**src/rtl/mem_port_arbiter.sv**
```systemverilog
// mem_port_arbiter: shares one single-port synchronous memory between the
// instruction-fetch requester and the load/store requester.
//
// Ports:
//   clk_i, rst_i              clock, asynchronous active-low reset
//   if_req_i/if_addr_i        fetch request and word address
//   if_flush_i                discard the in-flight fetch response
//   if_gnt_o                  fetch granted this cycle (combinational)
//   if_rvalid_o/if_rdata_o    fetch response, one cycle after the grant
//   d_req_i/d_we_i/d_addr_i/d_wdata_i  load/store request
//   d_gnt_o                   data granted this cycle (combinational)
//   d_rvalid_o/d_rdata_o      load response, one cycle after the grant
//   mem_en_o/mem_we_o/mem_addr_o/mem_wdata_o  shared memory drive
//   mem_rdata_i               memory read data (one cycle after enable)
//   busy_o                    a read response is due this cycle
module mem_port_arbiter #(
  parameter int unsigned AddressWidth  = 10,
  parameter int unsigned DataWidth     = 32,
  parameter int unsigned MaxDataStreak = 4
) (
  input  logic                    clk_i,
  input  logic                    rst_i,
  input  logic                    if_req_i,
  input  logic [AddressWidth-1:0] if_addr_i,
  input  logic                    if_flush_i,
  output logic                    if_gnt_o,
  output logic                    if_rvalid_o,
  output logic [DataWidth-1:0]    if_rdata_o,
  input  logic                    d_req_i,
  input  logic                    d_we_i,
  input  logic [AddressWidth-1:0] d_addr_i,
  input  logic [DataWidth-1:0]    d_wdata_i,
  output logic                    d_gnt_o,
  output logic                    d_rvalid_o,
  output logic [DataWidth-1:0]    d_rdata_o,
  output logic                    mem_en_o,
  output logic                    mem_we_o,
  output logic [AddressWidth-1:0] mem_addr_o,
  output logic [DataWidth-1:0]    mem_wdata_o,
  input  logic [DataWidth-1:0]    mem_rdata_i,
  output logic                    busy_o
);

  localparam int unsigned StreakWidth = 4;
  localparam logic [StreakWidth-1:0] StreakMax = StreakWidth'(MaxDataStreak);

  typedef enum logic [1:0] {
    OwnNone = 2'd0,
    OwnIf   = 2'd1,
    OwnD    = 2'd2
  } owner_e;

  owner_e                 owner_q, owner_d;
  logic [StreakWidth-1:0] streak_q, streak_d;
  logic                   flush_pending_q, flush_pending_d;
  logic                   if_gnt, d_gnt;

  // Grant selection; held off while reset is asserted so every output reads 0.
  always_comb begin
    if_gnt = 1'b0;
    d_gnt  = 1'b0;
    if (rst_i) begin
      if (d_req_i && (!if_req_i || (streak_q < StreakMax))) begin
        d_gnt = 1'b1;
      end else if (if_req_i) begin
        if_gnt = 1'b1;
      end
    end
  end

  // Next-state for response owner, data streak and flush tracking.
  always_comb begin
    owner_d         = OwnNone;
    streak_d        = streak_q;
    flush_pending_d = 1'b0;

    if (if_gnt) begin
      owner_d = OwnIf;
    end else if (d_gnt && !d_we_i) begin
      owner_d = OwnD;
    end

    // Streak only counts data grants that made a waiting fetch wait longer.
    if (if_gnt || !if_req_i) begin
      streak_d = '0;
    end else if (d_gnt && (streak_q < StreakMax)) begin
      streak_d = streak_q + StreakWidth'(1);
    end

    flush_pending_d = if_flush_i && (if_gnt || (owner_q == OwnIf));
  end

  always_ff @(posedge clk_i or negedge rst_i) begin
    if (!rst_i) begin
      owner_q         <= OwnNone;
      streak_q        <= '0;
      flush_pending_q <= 1'b0;
    end else begin
      owner_q         <= owner_d;
      streak_q        <= streak_d;
      flush_pending_q <= flush_pending_d;
    end
  end

  // Memory drive is all-zero whenever nothing is granted.
  always_comb begin
    mem_en_o    = if_gnt | d_gnt;
    mem_we_o    = d_gnt & d_we_i;
    mem_addr_o  = '0;
    mem_wdata_o = '0;
    if (d_gnt) begin
      mem_addr_o  = d_addr_i;
      mem_wdata_o = d_wdata_i;
    end else if (if_gnt) begin
      mem_addr_o = if_addr_i;
    end
  end

  assign if_gnt_o    = if_gnt;
  assign d_gnt_o     = d_gnt;
  assign if_rvalid_o = (owner_q == OwnIf) & ~flush_pending_q;
  assign d_rvalid_o  = (owner_q == OwnD);
  assign if_rdata_o  = if_rvalid_o ? mem_rdata_i : '0;
  assign d_rdata_o   = d_rvalid_o ? mem_rdata_i : '0;
  assign busy_o      = (owner_q != OwnNone);

endmodule
```
**config.mk**
```make
export PLATFORM = sky130hd
export DESIGN_NAME = mem_port_arbiter
export DESIGN_NICKNAME = d
export VERILOG_FILES = /design/src/rtl/mem_port_arbiter.sv
export SDC_FILE = /design/constraint.sdc
export NUM_CORES = 1
export LEC_CHECK = 0
export CORE_MARGIN = 8
export CORE_UTILIZATION = 22
export DETAILED_ROUTE_END_ITERATION = 6
export GPL_ROUTABILITY_DRIVEN = 0
export GPL_TIMING_DRIVEN = 0
export PLACE_DENSITY = 0.95
export SETUP_SLACK_MARGIN = 0.02
export SYNTH_ARGS = -nofsm -noshare
export SYNTH_HDL_FRONTEND = slang
export SYNTH_SLANG_ARGS = --single-unit
```
**constraint.sdc**
```tcl
create_clock -name clk_i -period 2.6 [get_ports clk_i]
set_clock_uncertainty 0.2 [all_clocks]
set_input_delay 0.52 -clock clk_i [delete_from_list [all_inputs] [get_ports clk_i]]
set_output_delay 0.52 -clock clk_i [all_outputs]
set_load 0.02 [all_outputs]
```
After elaboration in Yosys (flattened, before gate mapping). Cells that the tools add are included.

Add/subtract/negate cells: 1. Order comparisons: 1. Eq/ne operators: 2. Muxes and demuxes: 14. Bitwise operators: 4. Reduce and logical (&&, ||, !) cells: 11.

Operator list (number): $mux W32 (3); $mux W10 (2); $mux W4 (2); $mux W1 (5); $add A4 B1 Y4 const B (1); $logic_and A1 B1 Y1 (4); $lt A4 B3 Y1 const B (1); $mux W2 (2); $reduce_bool A2 Y1 (2); $logic_or A1 B1 Y1 (3); $and A1 B1 Y1 (2); $eq A2 B1 Y1 const B (1); $eq A2 B2 Y1 const B (1); $logic_not A1 Y1 (2); $not A1 Y1 (1); $or A1 B1 Y1 (1).

Flip-flop bits (word level): 7. Input bits: 90.

Depth between registers and ports, before layout. Gate-level depths: netlist (run 1).

Depth in word-level cells: 8. Depth in mapped cells: 5.

Least setup slack after synthesis (run 1). Ideal clock, no wire load.

Path kind: input -> output. Start point: input rst_i. End point: output mem_wdata_o[19]. Arrival time: 1.520 ns. Required time: 1.880 ns. Path slack: 0.360 ns. Stages on the path: 5. Buffers on the path: 2. Cells stage by stage: clkbuf_2 > nand2_1 > nor2_2 > buf_2 > and2_1.

Longest elaborated chain between the ends: 2.

RTL lines: start, declared (RTL line 22) `input logic rst_i,`; $mux W1 (RTL line 62) `if (rst_i) begin`; via d_gnt_o (RTL line 33) `output logic d_gnt_o,`; $mux W32 (RTL line 111) `if (d_gnt) begin`; end, declared (RTL line 39) `output logic [DataWidth-1:0] mem_wdata_o,`.

The timed path passes the listed nets, and every way through them passes these cells.

Worst setup path in the final report (run 1).
Start point: input d_req_i. End point: output mem_addr_o[8].

Longest elaborated chain between the ends: 5. Elaborated cells on any way between the ends: 7. Classes of those cells: 6 x mux; 1 x reduce/logical.

RTL lines: start, declared (RTL line 29) `input logic d_req_i,`; $logic_and A1 B1 Y1 * (RTL line 63) `if (d_req_i && (!if_req_i || (streak_q < StreakMax))) begin`; $mux W1 (RTL line 63); $mux W1 (RTL line 62); $mux W10 (RTL line 114) `end else if (if_gnt) begin`; $mux W10 * (RTL line 111); end, declared (RTL line 38) `output logic [AddressWidth-1:0] mem_addr_o,`.

Every way passes the cells marked *; elsewhere a longest branch is shown, timed or not.

==> results.md, run 1 <==
- Crit share post-route: about 100%
- Crit path from: d_req_i
- Master of the slowest instance on the critical path: or3b_4
- Core area: approximately 0.0048 mm2
- Hold Crit Class: flip-flop to flip-flop
- Synth Register Bits: 7
- RSZ-0062 raised after global routing: no
- Delay-heaviest family, CP: simple AND/OR/NAND/NOR gates
- Placed cell area: around 0.0032 mm2
- Fmax: roughly 400 MHz
- DR vias/cell: about 4.3
- Cells on worst reg2reg path: 4
- Pre-antenna DRT Iters: 4
- Launching element type of the critical path: primary input
- Die area: 0.00748 mm2
- Hold path start: streak_q[3]
- Initial Util: 23.0%
- Final global-route overflow total: 0
- DRT iter0 DRCs: 21
- Max clock buf depth: 2
- Crit. path cell count: 6
- CTS H-tree depth: 1
- Largest net degree at the start of global routing: 12
- Slew HR: 78.3%
- # setup viols final: 0
- IO Count: 203
- Vias: 1,822
- Register area share after synthesis: 16.0%
- Cells after Synth: 152
- Slew of the pin with the lowest slew margin: 0.324 ns
- Post-synth EDFFs: 0
- Clk sinks: 7
- Primary FF master, synth: dfrtp_1
- Synth cell types: 23
- CTS tree: yes
- Final ANT Viol Nets: 0
- Number of diodes: 0
- Setup CP Type: primary input to primary output
- Max-cap violations: 0
- Die Width: 86.5 um
- Vias in the first global route: approximately 2,000
- Setup crit end kind: primary output
- Post-route cell area: roughly 0.0033 mm2
- Hold Path Stages: 2
- Area Growth Syn to Fin: 204%
- Gr usage total: 18.3%
- Max FO, Critical Path: 11
- Initial antenna violation count: 0
- Total negative setup slack: 0 ns
- Clock-pin slew on the worst setup and hold paths: ~0.040 ns
- Util after Layout: 69.9%
- Avg Inst Size Synth: 7.19 um2
- First-pass GRT wire length: 10.7 mm
- Die H: 86.5 um
- # rows: 25
- Layout cells sized above 1: 18.4%
- CTS Buf Count: 3
- Synth Cell Area: 0.00109 mm2
- Leakage: 1.99 nW
- IO Port Bufs: about 200
- Fillcell total: 391
- Nets: around 450
- WL final: 7.46 mm
- Reg2reg start: streak_q[3]
- Clk_lat worst skew: 0.23 ns
- Buffers and inverters on the worst path: 3
- Max stage delay on crit path: 0.39 ns
- Clk root buf: clkbuf_8
- Max VDD drop: 0.000268 V
- Max-slew violations: 0
- Wire per inst: 17.5 um
- Critical path cell sequence: clkdlybuf4s15_1 -> or3b_4 -> and3_4 -> buf_6 -> a22o_1 -> buf_4
- Status: complete, no violations
- Final Critical Period: 2.53 ns
- Syn Nets: approximately 240
- Power Density: 203 mW/mm2
- HPWL Detailed: 6.59 mm
- Post-synth ARST share: 100%
- Remaining DRCs: 0
- Critical path data arrival time: 1.81 ns
- Final hold violation count: 0
- Worst EP required: 1.88 ns
- Yosys warning total: 0
==> state kept, by name, indices dropped and copies added (netlist names) <==
| name | cells |
|---|---|
| flush_pending_q | 1 |
| owner_q | 2 |
| streak_q | 4 |
==> through the flow <==
stage	setup WS [ns]	cells	hold WS, ns	power, mW
after CTS	0.0452	426	0.345	0.685
after global routing	0.0301	426	0.373	0.714
after floorplan	0.360	152	0.0244	0.267
after global placement	-1.04	420	0.319	0.533
after detailed placement	-1.13	420	0.332	0.541
final	0.0705	426	0.343	0.676
==> worst min-delay path, cell delays in order, from the launching register on <==
cell and delay (ns):
dfrtp_1 0.40, nand2_1 0.07, nor2_1 0.03
==> timing repair <==
item,4_1_cts,5_1_grt
cloned,0,0
endpoints found under the setup margin,106,40
hold buffers,1,0
pin swaps,1,0
gates resized for setup,192,34
setup buffers,1,0
endpoints found under the hold margin,7,0
==> logic make-up (layout without fill, tap and decap cells) <==
| group | after synthesis | count (layout) | synth area share (%) |
|---|---|---|---|
| buffers and inverters | 13 | 220 | 6.06 |
| adders and majority gates | 1 | 1 | 1.14 |
| DFF | 7 | 7 | 16.0 |
| and+or+nand+nor | 115 | 115 | 64.8 |
| AOI/OAI and AO/OA | 16 | 16 | 12.0 |
==> synthesized netlist by cell type, types with 2 or more instances <==
cell type	count	area share (%)
nand2_1	5	1.7
clkbuf_2	3	1.4
buf_2	2	0.92
nor2b_1	2	1.1
clkbuf_1	6	2.1
nand3_1	2	0.92
o22ai_1	3	1.7
a22o_1	8	6.4
dfrtp_1	7	16
nor2_1	2	0.69
o21a_1	3	2.1
and2_1	97	55
a22o_2	2	1.8
==> per-layer routing <==
metal,GRT usage [%],up-vias,share of wire (%)
met3,6.05,5,8.9
li1,-,899,-
met2,37.1,102,54
met4,3.44,0,0.54
met1,17.2,816,36
met5,0,-,0
==> report_power, final <==
part,total [mW],internal [mW],leakage (nW),switching [mW]
combinational,0.404,0.234,1.87,0.170
sequential,0.115,0.113,0.0956,0.00227
clock,0.157,0.106,0.0228,0.0503
==> cells in the final DEF, fill, tap and decap left out, types with 2 or more instances in the layout <==
| master | count |
|---|---|
| nand3_1 | 2 |
| clkbuf_2 | 2 |
| dfrtp_1 | 7 |
| buf_4 | 6 |
| clkdlybuf4s50_1 | 95 |
| clkbuf_8 | 4 |
| nor2_1 | 2 |
| o22ai_1 | 3 |
| clkdlybuf4s15_1 | 4 |
| clkdlybuf4s15_2 | 33 |
| o21a_1 | 3 |
| buf_2 | 11 |
| dlymetal6s2s_1 | 28 |
| nand2_1 | 5 |
| dlygate4sd2_1 | 32 |
| and2_1 | 97 |
| a22o_2 | 2 |
| clkbuf_4 | 2 |
| a22o_1 | 8 |
==> layout make-up <==
class | count | area (um2) | share of cell area, %
Timing Repair Buffer | 203 | 2060 | 62.1
Multi-Input combinational cell | 132 | 867 | 26.1
Buffer | 13 | 90.1 | 2.71
Clock buffer | 4 | 45.0 | 1.35
Sequential cell | 7 | 175 | 5.27
Tap cell | 67 | 83.8 | 2.52
==> worst paths after layout <==
| kind | to | slack (ns) |
|---|---|---|
| worst min register to register | streak_q[3] | 0.34 |
| worst max register to register | flush_pending_q | 0.94 |
| worst max-delay path | mem_addr_o[8] | 0.07 |
| max in group asynchronous | streak_q[1] | 1.44 |
| worst min-delay path | streak_q[3] | 0.34 |
| min in group asynchronous | streak_q[3] | 0.52 |
(Power assumes the default switching activity.)
==> run 2: changes to the inputs <==
- CORE_MARGIN: 8 -> 4
- SETUP_SLACK_MARGIN: 0.02 -> 0.3
==> run 2 against run 1 <==
  * Power grew 13%
  * Non-clock buffer count increased by 21
  * Core utilization is 3.9 points higher
  * Critical path depth shrank 1
  * Die area shrank 18%
  * Register-to-register slack got worse by 0.24 ns
  * Critical endpoint is now mem_addr_o[3]
  * Sequential power about the same
==> results.md, run 2 (same netlist as run 1, synthesis figures left out) <==
- HPWL Detailed: 5.61 mm (was 6.59 mm)
- IO Port Bufs: 201 (unchanged)
- Nets: 472 (was 451)
- Reg with most FFs: streak_q (unchanged)
- Critical path data arrival time: 1.72 ns (was 1.81 ns)
- Post-route cell area: 0.00351 mm2 (was 0.00332 mm2)
- Clk_lat worst skew: 0.23 ns (about the same)
- Final global-route overflow total: 0 (unchanged)
- Max stage delay on crit path: 0.41 ns (was 0.39 ns)
- RSZ-0062 raised after global routing: yes (was no)
- Power Density: 217 mW/mm2 (was 203 mW/mm2)
- Number of flip-flops in the largest register: 4 (unchanged)
- Crit path from: streak_q[3] (was d_req_i)
- DR vias/cell: 4.37 (was 4.28)
- Total negative setup slack: 0 ns (unchanged)
- Most common cell after layout, fill and taps aside: clkdlybuf4s50_1 (was and2_1)
- CTS Buf Count: 3 (unchanged)
- WL final: 8.08 mm (was 7.46 mm)
- Capturing point of the worst reg2reg path: flush_pending_q (unchanged)
- Setup crit end kind: primary output (unchanged)
- Cells on worst reg2reg path: 6 (was 4)
- # setup viols final: 0 (unchanged)
- Worst setup path end: mem_addr_o[3] (was mem_addr_o[8])
- Clk sinks: 7 (unchanged)
- Die Width: 78.5 um (was 86.5 um)
- Fillcell total: 389 (was 391)
- Crit share post-route: 93.8% (was 97.3%)
- Remaining DRCs: 0 (unchanged)
- Die area: 0.00616 mm2 (was 0.00748 mm2)
- Leakage: 1.78 nW (was 1.99 nW)
- Final hold violation count: 0 (unchanged)
- Initial antenna violation count: 0 (unchanged)
- Final ANT Viol Nets: 0 (unchanged)
- Hold Crit Class: flip-flop to flip-flop (unchanged)
- Clk root buf: clkbuf_8 (unchanged)
- First-pass GRT wire length: 10.7 mm (about the same)
- Vias in the first global route: 1,997 (was 1,961)
- Max-slew violations: 0 (unchanged)
- Max-cap violations: 0 (unchanged)
- CTS tree: yes (unchanged)
- Routed met3 length: 546 um (was 662 um)
- Sequential Power Share: 15.1% (was 17.0%)
- DRT iter0 DRCs: 35 (was 21)
- FF-to-FF setup slack: 0.70 ns (was 0.94 ns)
- Util after Layout: 73.8% (was 69.9%)
- Max FO, Critical Path: 5 (was 11)
- Max clock buf depth: 2 (unchanged)
- Wire length on met2: 4.73 mm (was 4.04 mm)
- Master of the slowest instance on the critical path: or3b_4 (unchanged)
- Area Growth Syn to Fin: 221% (was 204%)
- Top Registers: streak_q x4, owner_q x2, flush_pending_q x1 (unchanged)
- Gr usage total: 21.8% (was 18.3%)
- Worst EP required: 1.88 ns (about the same)
- Met1 WL: 2.68 mm (was 2.71 mm)
- Initial Util: 23.0% (unchanged)
- Launching element type of the critical path: flip-flop (was primary input)
- Pint: 0.512 mW (was 0.453 mW)
- Largest net degree at the start of global routing: 11 (was 12)
- Slew of the pin with the lowest slew margin: 0.336 ns (was 0.324 ns)
- Vias: 1,954 (was 1,822)
- Reg2reg start: streak_q[3] (unchanged)
- IO Count: 203 (unchanged)
- Hold_ws: 0.390 ns (was 0.343 ns)
- Layout cells sized above 1: 45.3% (was 18.4%)
- Clk pwr share: 20.5% (was 23.2%)
- Number of diodes: 0 (unchanged)
- Core area: 0.00475 mm2 (unchanged)
- Most frequent cells in the layout: 87 x clkdlybuf4s50_1, 65 x and2_1, 59 x buf_6, 32 x and2_4, 31 x buf_2 (was 97 x and2_1, 95 x clkdlybuf4s50_1, 33 x clkdlybuf4s15_2, 32 x dlygate4sd2_1, 28 x dlymetal6s2s_1)
- Fmax: 410 MHz (was 395 MHz)
- CTS H-tree depth: 1 (unchanged)
- Final Critical Period: 2.44 ns (was 2.53 ns)
- Max VDD drop: 0.000300 V (was 0.000268 V)
- Switch share: 32.9% (was 33.0%)
- Slew HR: 77.5% (was 78.3%)
- Placed cell area: 0.00319 mm2 (unchanged)
- Net switching power: 0.250 mW (was 0.223 mW)
- # rows: 25 (unchanged)
- Pre-antenna DRT Iters: 4 (unchanged)
- Status: complete, no violations (unchanged)
- Critical path cell sequence: or3b_4 -> and3_4 -> buf_8 -> a22o_1 -> buf_6 (was clkdlybuf4s15_1 -> or3b_4 -> and3_4 -> buf_6 -> a22o_1 -> buf_4)
- Top sig layer: met4 (unchanged)
- Comb pwr share: 64.4% (was 59.8%)
- Wire per inst: 18.1 um (was 17.5 um)
- Die H: 78.5 um (was 86.5 um)
- Setup CP Type: flip-flop to primary output (was primary input to primary output)
- Clock-pin slew on the worst setup and hold paths: 0.04 ns (about the same)
## run 2: cell types whose count changed in the layout (fill, tap and decap cells not counted), moves of 5 or more
cell | before | now
and2_1 | 97 | 65
and2_4 | 0 | 32
buf_2 | 11 | 31
buf_6 | 1 | 59
buf_8 | 0 | 8
clkbuf_2 | 2 | 15
clkdlybuf4s15_1 | 4 | 9
clkdlybuf4s15_2 | 33 | 0
clkdlybuf4s50_1 | 95 | 87
dlygate4sd2_1 | 32 | 14
dlymetal6s2s_1 | 28 | 0
## run 2: power by group through the flow
stage	Clock [mW]	Sequential (mW)	Combinational (mW)
3_3_place_gp	0	0.116	0.413
6_report	0.156	0.115	0.490
4_1_cts	0.157	0.115	0.441
5_1_grt	0.164	0.116	0.516
3_5_place_dp	0	0.116	0.421
2_1_floorplan	0	0.115	0.152
## run 2: final cells by class
type | instances | area [um2] | area share (%)
plain buffers | 13 | 143 | 4.06
well taps | 67 | 83.8 | 2.39
flip-flops and latches | 7 | 175 | 4.99
repair buffers | 224 | 2100 | 59.9
clock buffers | 4 | 45.0 | 1.28
multi-input cells | 132 | 961 | 27.4
## run 2: worst min-delay path by stage
stage                      from         endpoint  depth (start not counted)  slack (ns)
floorplan                 rst_i  flush_pending_q                          0        0.02
global placement    streak_q[3]      streak_q[3]                          2        0.33
detailed placement  streak_q[3]      streak_q[3]                          2        0.33
CTS                 streak_q[1]      streak_q[1]                          2        0.35
global route            d_req_i       owner_q[1]                          3        0.41
finish              streak_q[1]      streak_q[1]                          2        0.39
## run 2: per-layer routing
metal / GRT usage, % / up-vias
met5: 0 / -
met4: 2.62 / 0
met3: 5.73 / 8
met2: 44.1 / 92
met1: 22.6 / 912
li1: - / 942
## run 2: through the flow
stage,instances,total power [mW],worst slack (ns)
after floorplan,152,0.267,0.360
after global placement,420,0.529,-1.06
after detailed placement,420,0.537,-1.10
after CTS,443,0.713,0.110
after global routing,447,0.796,0.123
final,447,0.762,0.161
## run 2: timing repair
| item | 4_1_cts | 5_1_grt |
|---|---|---|
| setup endpoints to repair | 112 | 104 |
| pin swaps | 18 | 17 |
| gates resized for setup | 445 | 122 |
| setup buffers | 13 | 4 |
| hold endpoints to repair | 7 | 0 |
| hold buffers | 1 | 0 |
| cloned | 5 | 0 |
## run 2: worst max-delay path: cells and delay by family, from the launching register on
kind / cells / cell delay (ns)
buffers and inverters: 2 / 0.27
AOI/OAI and AO/OA: 1 / 0.21
and+or+nand+nor: 2 / 0.63
DFF: 1 / 0.39
